File: src/rtl/core_run_controller_if.sv
// ---------------------------------------------------------------------------
// core_run_controller_if
//   Control/status bundle between a run requester and core_run_controller.
//
//   start        requester -> controller  one-cycle run launch request
//   core_mask    requester -> controller  cores to run, latched on launch
//   abort        requester -> controller  cancel the active run
//   end_process  requester -> controller  per-core completion level flags
//   status0..3   controller -> requester  per-core run command (01 on, 00 off)
//   busy         controller -> requester  run in LAUNCH or RUN
//   done         controller -> requester  one-cycle pulse on completion
//   timeout      controller -> requester  one-cycle pulse on timeout/abort
//   cycle_count  controller -> requester  RUN cycles of last/current run
// ---------------------------------------------------------------------------
interface core_run_controller_if #(
  parameter int NUM_CORES = 4,
  parameter int CNT_W     = 16
);
  logic                 start;
  logic [NUM_CORES-1:0] core_mask;
  logic                 abort;
  logic [NUM_CORES-1:0] end_process;
  logic [1:0]           status0;
  logic [1:0]           status1;
  logic [1:0]           status2;
  logic [1:0]           status3;
  logic                 busy;
  logic                 done;
  logic                 timeout;
  logic [CNT_W-1:0]     cycle_count;

  modport master (
    output start, core_mask, abort, end_process,
    input  status0, status1, status2, status3, busy, done, timeout, cycle_count
  );

  modport slave (
    input  start, core_mask, abort, end_process,
    output status0, status1, status2, status3, busy, done, timeout, cycle_count
  );
endinterface

File: src/rtl/core_run_controller.sv
// ---------------------------------------------------------------------------
// core_run_controller
//   Launches a run on a masked set of processor cores, tracks per-core
//   completion, counts RUN cycles and ends the run by completion, timeout
//   or abort. All outputs come straight from flops.
//
//   clock    system clock, rising edge
//   reset_n  asynchronous active-low reset
//   bus      core_run_controller_if.slave (see interface header)
// ---------------------------------------------------------------------------
module core_run_controller #(
  parameter int NUM_CORES      = 4,
  parameter int CNT_W          = 16,
  parameter int TIMEOUT_CYCLES = 16'hFFF0
) (
  input  logic                    clock,
  input  logic                    reset_n,
  core_run_controller_if.slave    bus
);

  typedef enum logic [2:0] {
    S_IDLE,
    S_LAUNCH,
    S_RUN,
    S_FINISH,
    S_ABORT
  } state_t;

  localparam logic [CNT_W-1:0] TIMEOUT_LIM = CNT_W'(TIMEOUT_CYCLES);

  state_t               state_q, state_n;
  logic [NUM_CORES-1:0] mask_q, mask_n;
  logic [NUM_CORES-1:0] fin_q, fin_n;
  logic [NUM_CORES-1:0] on_q, on_n;
  logic [CNT_W-1:0]     cnt_q, cnt_n;
  logic                 busy_q, busy_n;
  logic                 done_q, done_n;
  logic                 timeout_q, timeout_n;
  logic [3:0]           status_on;

  // NOTE: every signal gets a default before the case so no path leaves a
  // value unassigned, which would otherwise infer a latch.
  always_comb begin
    state_n = state_q;
    mask_n  = mask_q;
    fin_n   = fin_q;
    cnt_n   = cnt_q;

    unique case (state_q)
      S_IDLE: begin
        if (bus.start && (|bus.core_mask)) begin
          mask_n  = bus.core_mask;
          state_n = S_LAUNCH;
        end
      end
      S_LAUNCH: begin
        cnt_n   = '0;
        fin_n   = '0;
        state_n = bus.abort ? S_ABORT : S_RUN;
      end
      S_RUN: begin
        fin_n = fin_q | (bus.end_process & mask_q);
        cnt_n = (&cnt_q) ? cnt_q : cnt_q + 1'b1;
        // Completion wins over abort and timeout in the same cycle.
        if ((fin_n & mask_q) == mask_q)
          state_n = S_FINISH;
        else if (bus.abort || (cnt_n >= TIMEOUT_LIM))
          state_n = S_ABORT;
      end
      S_FINISH,
      S_ABORT: state_n = S_IDLE;
      default: state_n = S_IDLE;
    endcase

    // Outputs are decoded from the next state so they land in flops and
    // line up with the state they describe.
    busy_n    = (state_n == S_LAUNCH) || (state_n == S_RUN);
    done_n    = (state_n == S_FINISH);
    timeout_n = (state_n == S_ABORT);
    on_n      = (state_n == S_RUN) ? (mask_n & ~fin_n) : '0;
  end

  // NOTE: sequential state uses non-blocking assignments only, so every flop
  // samples the pre-edge values regardless of statement order.
  // NOTE: all flops, including the mask and finished vectors, are reset so a
  // mid-run reset leaves no stale run context behind.
  always_ff @(posedge clock or negedge reset_n) begin
    if (!reset_n) begin
      state_q   <= S_IDLE;
      mask_q    <= '0;
      fin_q     <= '0;
      on_q      <= '0;
      cnt_q     <= '0;
      busy_q    <= 1'b0;
      done_q    <= 1'b0;
      timeout_q <= 1'b0;
    end else begin
      state_q   <= state_n;
      mask_q    <= mask_n;
      fin_q     <= fin_n;
      on_q      <= on_n;
      cnt_q     <= cnt_n;
      busy_q    <= busy_n;
      done_q    <= done_n;
      timeout_q <= timeout_n;
    end
  end

  // Only four status ports exist; extra cores have no status output and
  // missing cores read as off.
  assign status_on = 4'(on_q);

  assign bus.status0     = {1'b0, status_on[0]};
  assign bus.status1     = {1'b0, status_on[1]};
  assign bus.status2     = {1'b0, status_on[2]};
  assign bus.status3     = {1'b0, status_on[3]};
  assign bus.busy        = busy_q;
  assign bus.done        = done_q;
  assign bus.timeout     = timeout_q;
  assign bus.cycle_count = cnt_q;

endmodule

File: src/flat_wrapper.sv
// flat-port wrapper written by rule: the top's interface ports become plain ports
module core_run_controller_flat 
#(
  parameter int NUM_CORES      = 4,
  parameter int CNT_W          = 16,
  parameter int TIMEOUT_CYCLES = 16'hFFF0
)
  (clock, reset_n, bus_start, bus_core_mask, bus_abort, bus_end_process, bus_status0, bus_status1, bus_status2, bus_status3, bus_busy, bus_done, bus_timeout, bus_cycle_count);
  core_run_controller_if #(.NUM_CORES(NUM_CORES), .CNT_W(CNT_W)) bus_i ();
  input  logic clock;
  input  logic reset_n;
  input wire logic [$bits(bus_i.start)-1:0] bus_start;
  input wire logic [$bits(bus_i.core_mask)-1:0] bus_core_mask;
  input wire logic [$bits(bus_i.abort)-1:0] bus_abort;
  input wire logic [$bits(bus_i.end_process)-1:0] bus_end_process;
  output wire logic [$bits(bus_i.status0)-1:0] bus_status0;
  output wire logic [$bits(bus_i.status1)-1:0] bus_status1;
  output wire logic [$bits(bus_i.status2)-1:0] bus_status2;
  output wire logic [$bits(bus_i.status3)-1:0] bus_status3;
  output wire logic [$bits(bus_i.busy)-1:0] bus_busy;
  output wire logic [$bits(bus_i.done)-1:0] bus_done;
  output wire logic [$bits(bus_i.timeout)-1:0] bus_timeout;
  output wire logic [$bits(bus_i.cycle_count)-1:0] bus_cycle_count;
  assign bus_i.start = bus_start;
  assign bus_i.core_mask = bus_core_mask;
  assign bus_i.abort = bus_abort;
  assign bus_i.end_process = bus_end_process;
  assign bus_status0 = bus_i.status0;
  assign bus_status1 = bus_i.status1;
  assign bus_status2 = bus_i.status2;
  assign bus_status3 = bus_i.status3;
  assign bus_busy = bus_i.busy;
  assign bus_done = bus_i.done;
  assign bus_timeout = bus_i.timeout;
  assign bus_cycle_count = bus_i.cycle_count;
  core_run_controller #(.NUM_CORES(NUM_CORES), .CNT_W(CNT_W), .TIMEOUT_CYCLES(TIMEOUT_CYCLES)) u_core (.clock(clock), .reset_n(reset_n), .bus(bus_i));
endmodule
File: config.mk
export PLATFORM = sky130hd
export DESIGN_NAME = core_run_controller_flat
export DESIGN_NICKNAME = d
export VERILOG_FILES = /design/src/rtl/core_run_controller_if.sv /design/src/rtl/core_run_controller.sv /design/src/flat_wrapper.sv
export SDC_FILE = /design/constraint.sdc
export NUM_CORES = 1
export LEC_CHECK = 0
export ABC_AREA = 1
export BUFFER_PORTS_ARGS = -buffer_cell sky130_fd_sc_hd__buf_2
export CAP_MARGIN = 10
export CORE_AREA = 2 2 66 68
export DETAILED_ROUTE_END_ITERATION = 6
export DIE_AREA = 0 0 68 70
export PLACE_DENSITY = 0.74
export SETUP_SLACK_MARGIN = 0.3
export SLEW_MARGIN = 10
export SYNTH_ARGS = -nofsm -noshare
export SYNTH_HDL_FRONTEND = slang
export SYNTH_SLANG_ARGS = --single-unit
File: constraint.sdc
create_clock -name clock -period 1.66 [get_ports clock]
set_input_delay 0.332 -clock clock [delete_from_list [all_inputs] [get_ports clock]]
set_output_delay 0.332 -clock clock [all_outputs]
set_load 0.005 [all_outputs]
==> flow_metrics.tcl <==
set metrics [dict create \
    status "complete, but fails checks" \
    violations "setup timing" \
    clk_pin_slew_ns 0.08 \
    p_sw_share_pct 37.9 \
    grt_first_pass_wirelength_um 8050 \
    synthTopCellsByArea "dfrtp_1 44%, nand2_1 14%, nor2_1 4.2%" \
    final_cells 386 \
    fin_crit_sh_pct 115 \
    ys_seq_area_share_pct 43.8 \
    hp-class "in -> async" \
    grtUsageTotal_pct 22.1 \
    die-width_um 68 \
    diodes 0 \
    p_sw_uw 1170 \
    internal_power_uw 1920 \
    synth-async-reset-ratio_pct 100 \
    highest_layer "met4" \
    die_area_mm2 0.00476 \
    peakVddDrop_mv 1.05 \
    ys.flop_type "dfrtp_1" \
    timing.hold.ws_ns 0.0544 \
    ys_types 29 \
    worstReg2RegEnd "u_core.bus.busy$_DFF_PN0_" \
    postCtsHoldBufs 0 \
    areaGrowthSynthToFinish_pct 44.9 \
    place_inst 365 \
    final_layout_size_suffix_gt1_share_pct 48.8 \
    wl_met2_um 2640 \
    vias_per_cell 5.04 \
    worst_slack_ns -0.246 \
    start_kind "flip-flop" \
    coreArea_mm2 0.00414 \
    ys_top_cells_by_count "74 x nand2_1, 34 x dfrtp_1, 22 x nor2_1, 21 x inv_1, 13 x nand3_1" \
    drtPass1Iterations 4 \
    clockBufferDepth 2 \
    port_buffers 34 \
    cts_buffers 5 \
    clk_latency_ns 0.29 \
    worst_clock_skew_ns 0.00737 \
    cts_num_sinks 34 \
    syn-mean-instance-area_um2 7.93 \
    postLayoutCoreUtil_pct 68.0 \
    yosysTopAreaCell "dfrtp_1" \
    dieHeight_um 70 \
    cts_max_level 2 \
    p_clk_share_pct 21.0 \
    wirelength_um 5220 \
    drt_iter0_drc 111 \
    drtAntennaViolNets 0 \
    wl_met3_um 241 \
    first_global_vias 1813 \
    p_leak_uw 0.00148 \
    hpwl_um 3630 \
    synth_top_cell_area_share_pct 43.8 \
    start_util_pct 46.9 \
    required_ns 1.84 \
    vias 1945 \
    gr-total-overflow 0 \
    syn_area_mm2 0.00194 \
    fillers 327 \
    power_frac_seq_pct 39.1 \
    setup_viol 12 \
    critPathCaptureType "flip-flop" \
    cap_violations 0 \
    hold_violations 0 \
    fin_crit_ns 1.91 \
    cp.arrival_ns 2.08 \
    wl_met1_um 2220 \
    reg2reg_depth 12 \
    num_rows 24 \
    clock.fmax_ghz 0.525 \
    timing.rr.start "u_core.bus.cycle_count[0]$_DFFE_PN0N_" \
    r2r_setup_slack_ns -0.25 \
    cts_root_buffer "clkbuf_8" \
    path_class "reg -> reg" \
    pin_count 39 \
    drc_errors 0 \
    antenna_found_initial 0 \
    yosysMostFrequentCell "nand2_1" \
    wl_per_cell_um 13.5 \
    synth_seq_cells 34 \
    grt_max_degree 35 \
    syn_inst 245 \
    place_congestion 0.882 \
    path_max_fanout 6 \
    p_per_area_mw_per_mm2 1100 \
    ys_warn_count 0 \
    slew_violations 0 \
    nNetsFinal 346 \
    rsz0062_at_grt "yes" \
    cts_tree "yes" \
    comb_power_share_pct 40.0 \
    synth_edf_count 0 \
]
-- through the flow --
stage	cell area, um2	setup slack [ns]	TNS [ns]	power [uW]
2_1_floorplan	1960	-0.0969	-0.426	1830
3_3_place_gp	2440	-0.0835	-0.380	2230
3_5_place_dp	2440	-0.150	-0.763	2250
4_1_cts	2660	-0.118	-0.712	2960
5_1_grt	2820	-0.367	-3.37	3270
6_report	2820	-0.246	-1.98	3090
-- flip-flops by register name, summed over array words and instances (netlist names) --
signal / flops
u_core.bus.busy: 1
u_core.bus.cycle_count: 16
u_core.bus.done: 1
u_core.bus.timeout: 1
u_core.fin_q: 4
u_core.mask_q: 4
u_core.on_q: 4
u_core.state_q: 3
-- final cells by class --
type | count | area (um2) | area share [%]
Inverter | 24 | 92.6 | 3.29
Tap cell | 52 | 65.1 | 2.31
Multi-Input combinational cell | 185 | 1130 | 40.3
Timing Repair Buffer | 83 | 577 | 20.5
Clock buffer | 6 | 82.6 | 2.93
Sequential cell | 34 | 852 | 30.3
Clock inverter | 2 | 12.5 | 0.444
-- cell families (layout without fill, tap and decap cells) --
logic type                 after synthesis  in the layout  synth area share [%]
DFF                                     34             34                  43.8
muxes                                    6              6                  3.35
adders and majority gates                1              1                 0.644
AOI/OAI and AO/OA                       24             24                  6.76
buffers and inverters                   30            115                  6.57
other                                    1              4                 0.193
xor gates and xnor gates                 4              4                  1.80
and+or+nand+nor                        145            146                  36.9
-- cells in the final DEF, fill, tap and decap left out, types with 10 or more instances in the layout --
master / synthesis / routed
nand2_2: 4 / 21
nor2_2: 12 / 14
dfrtp_1: 34 / 33
buf_2: 0 / 32
a21oi_1: 12 / 10
inv_1: 21 / 20
nand3_1: 13 / 11
nand2_1: 74 / 56
buf_4: 4 / 42
nor2_1: 22 / 17
-- layer usage --
metal / GRT usage [%] / up-vias
li1: - / 959
met1: 28.3 / 914
met2: 37.4 / 59
met3: 4.03 / 13
met4: 6.22 / 0
met5: 0 / -
-- worst max-delay path, cell delays in order (launching register included) --
cell and delay (ns):
dfrtp_1 0.40, ha_2 0.23, inv_4 0.05, nor2_8 0.19, nand4_4 0.15, nand2_1 0.20
nand2_2 0.07, nor2_2 0.11, nand3_2 0.10, nand3_2 0.07, nand2_2 0.07, nand2_4 0.10
nand2_2 0.06
-- power by group through the flow --
stage	Combinational (uW)	Sequential, uW	Clock, uW
floorplan	625	1210	0
global placement	1030	1210	0
detailed placement	1040	1210	0
CTS	1110	1200	654
global route	1360	1230	683
finish	1230	1210	648
-- how the worst max path moves through the flow --
| stage | start | endpoint | slack (ns) | depth (start not counted) |
|---|---|---|---|---|
| CTS | u_core.bus.cycle_count[0]$_DFFE_PN0N_ | u_core.bus.busy$_DFF_PN0_ | -0.12 | 12 |
| global placement | u_core.bus.cycle_count[1]$_DFFE_PN0N_ | u_core.bus.busy$_DFF_PN0_ | -0.08 | 12 |
| global route | u_core.bus.cycle_count[1]$_DFFE_PN0N_ | u_core.bus.busy$_DFF_PN0_ | -0.37 | 12 |
| finish | u_core.bus.cycle_count[0]$_DFFE_PN0N_ | u_core.bus.busy$_DFF_PN0_ | -0.25 | 12 |
| floorplan | u_core.bus.cycle_count[0]$_DFFE_PN0N_ | u_core.bus.busy$_DFF_PN0_ | -0.1 | 12 |
| detailed placement | u_core.bus.cycle_count[0]$_DFFE_PN0N_ | u_core.bus.busy$_DFF_PN0_ | -0.15 | 12 |
-- what timing repair did --
| item | in CTS | in global routing |
|---|---|---|
| gates cloned | 1 | 0 |
| setup buffers | 4 | 8 |
| endpoints found under the setup margin | 27 | 36 |
| gates resized for setup | 20 | 37 |
| pin swaps | 13 | 18 |
(Power assumes the default switching activity.)
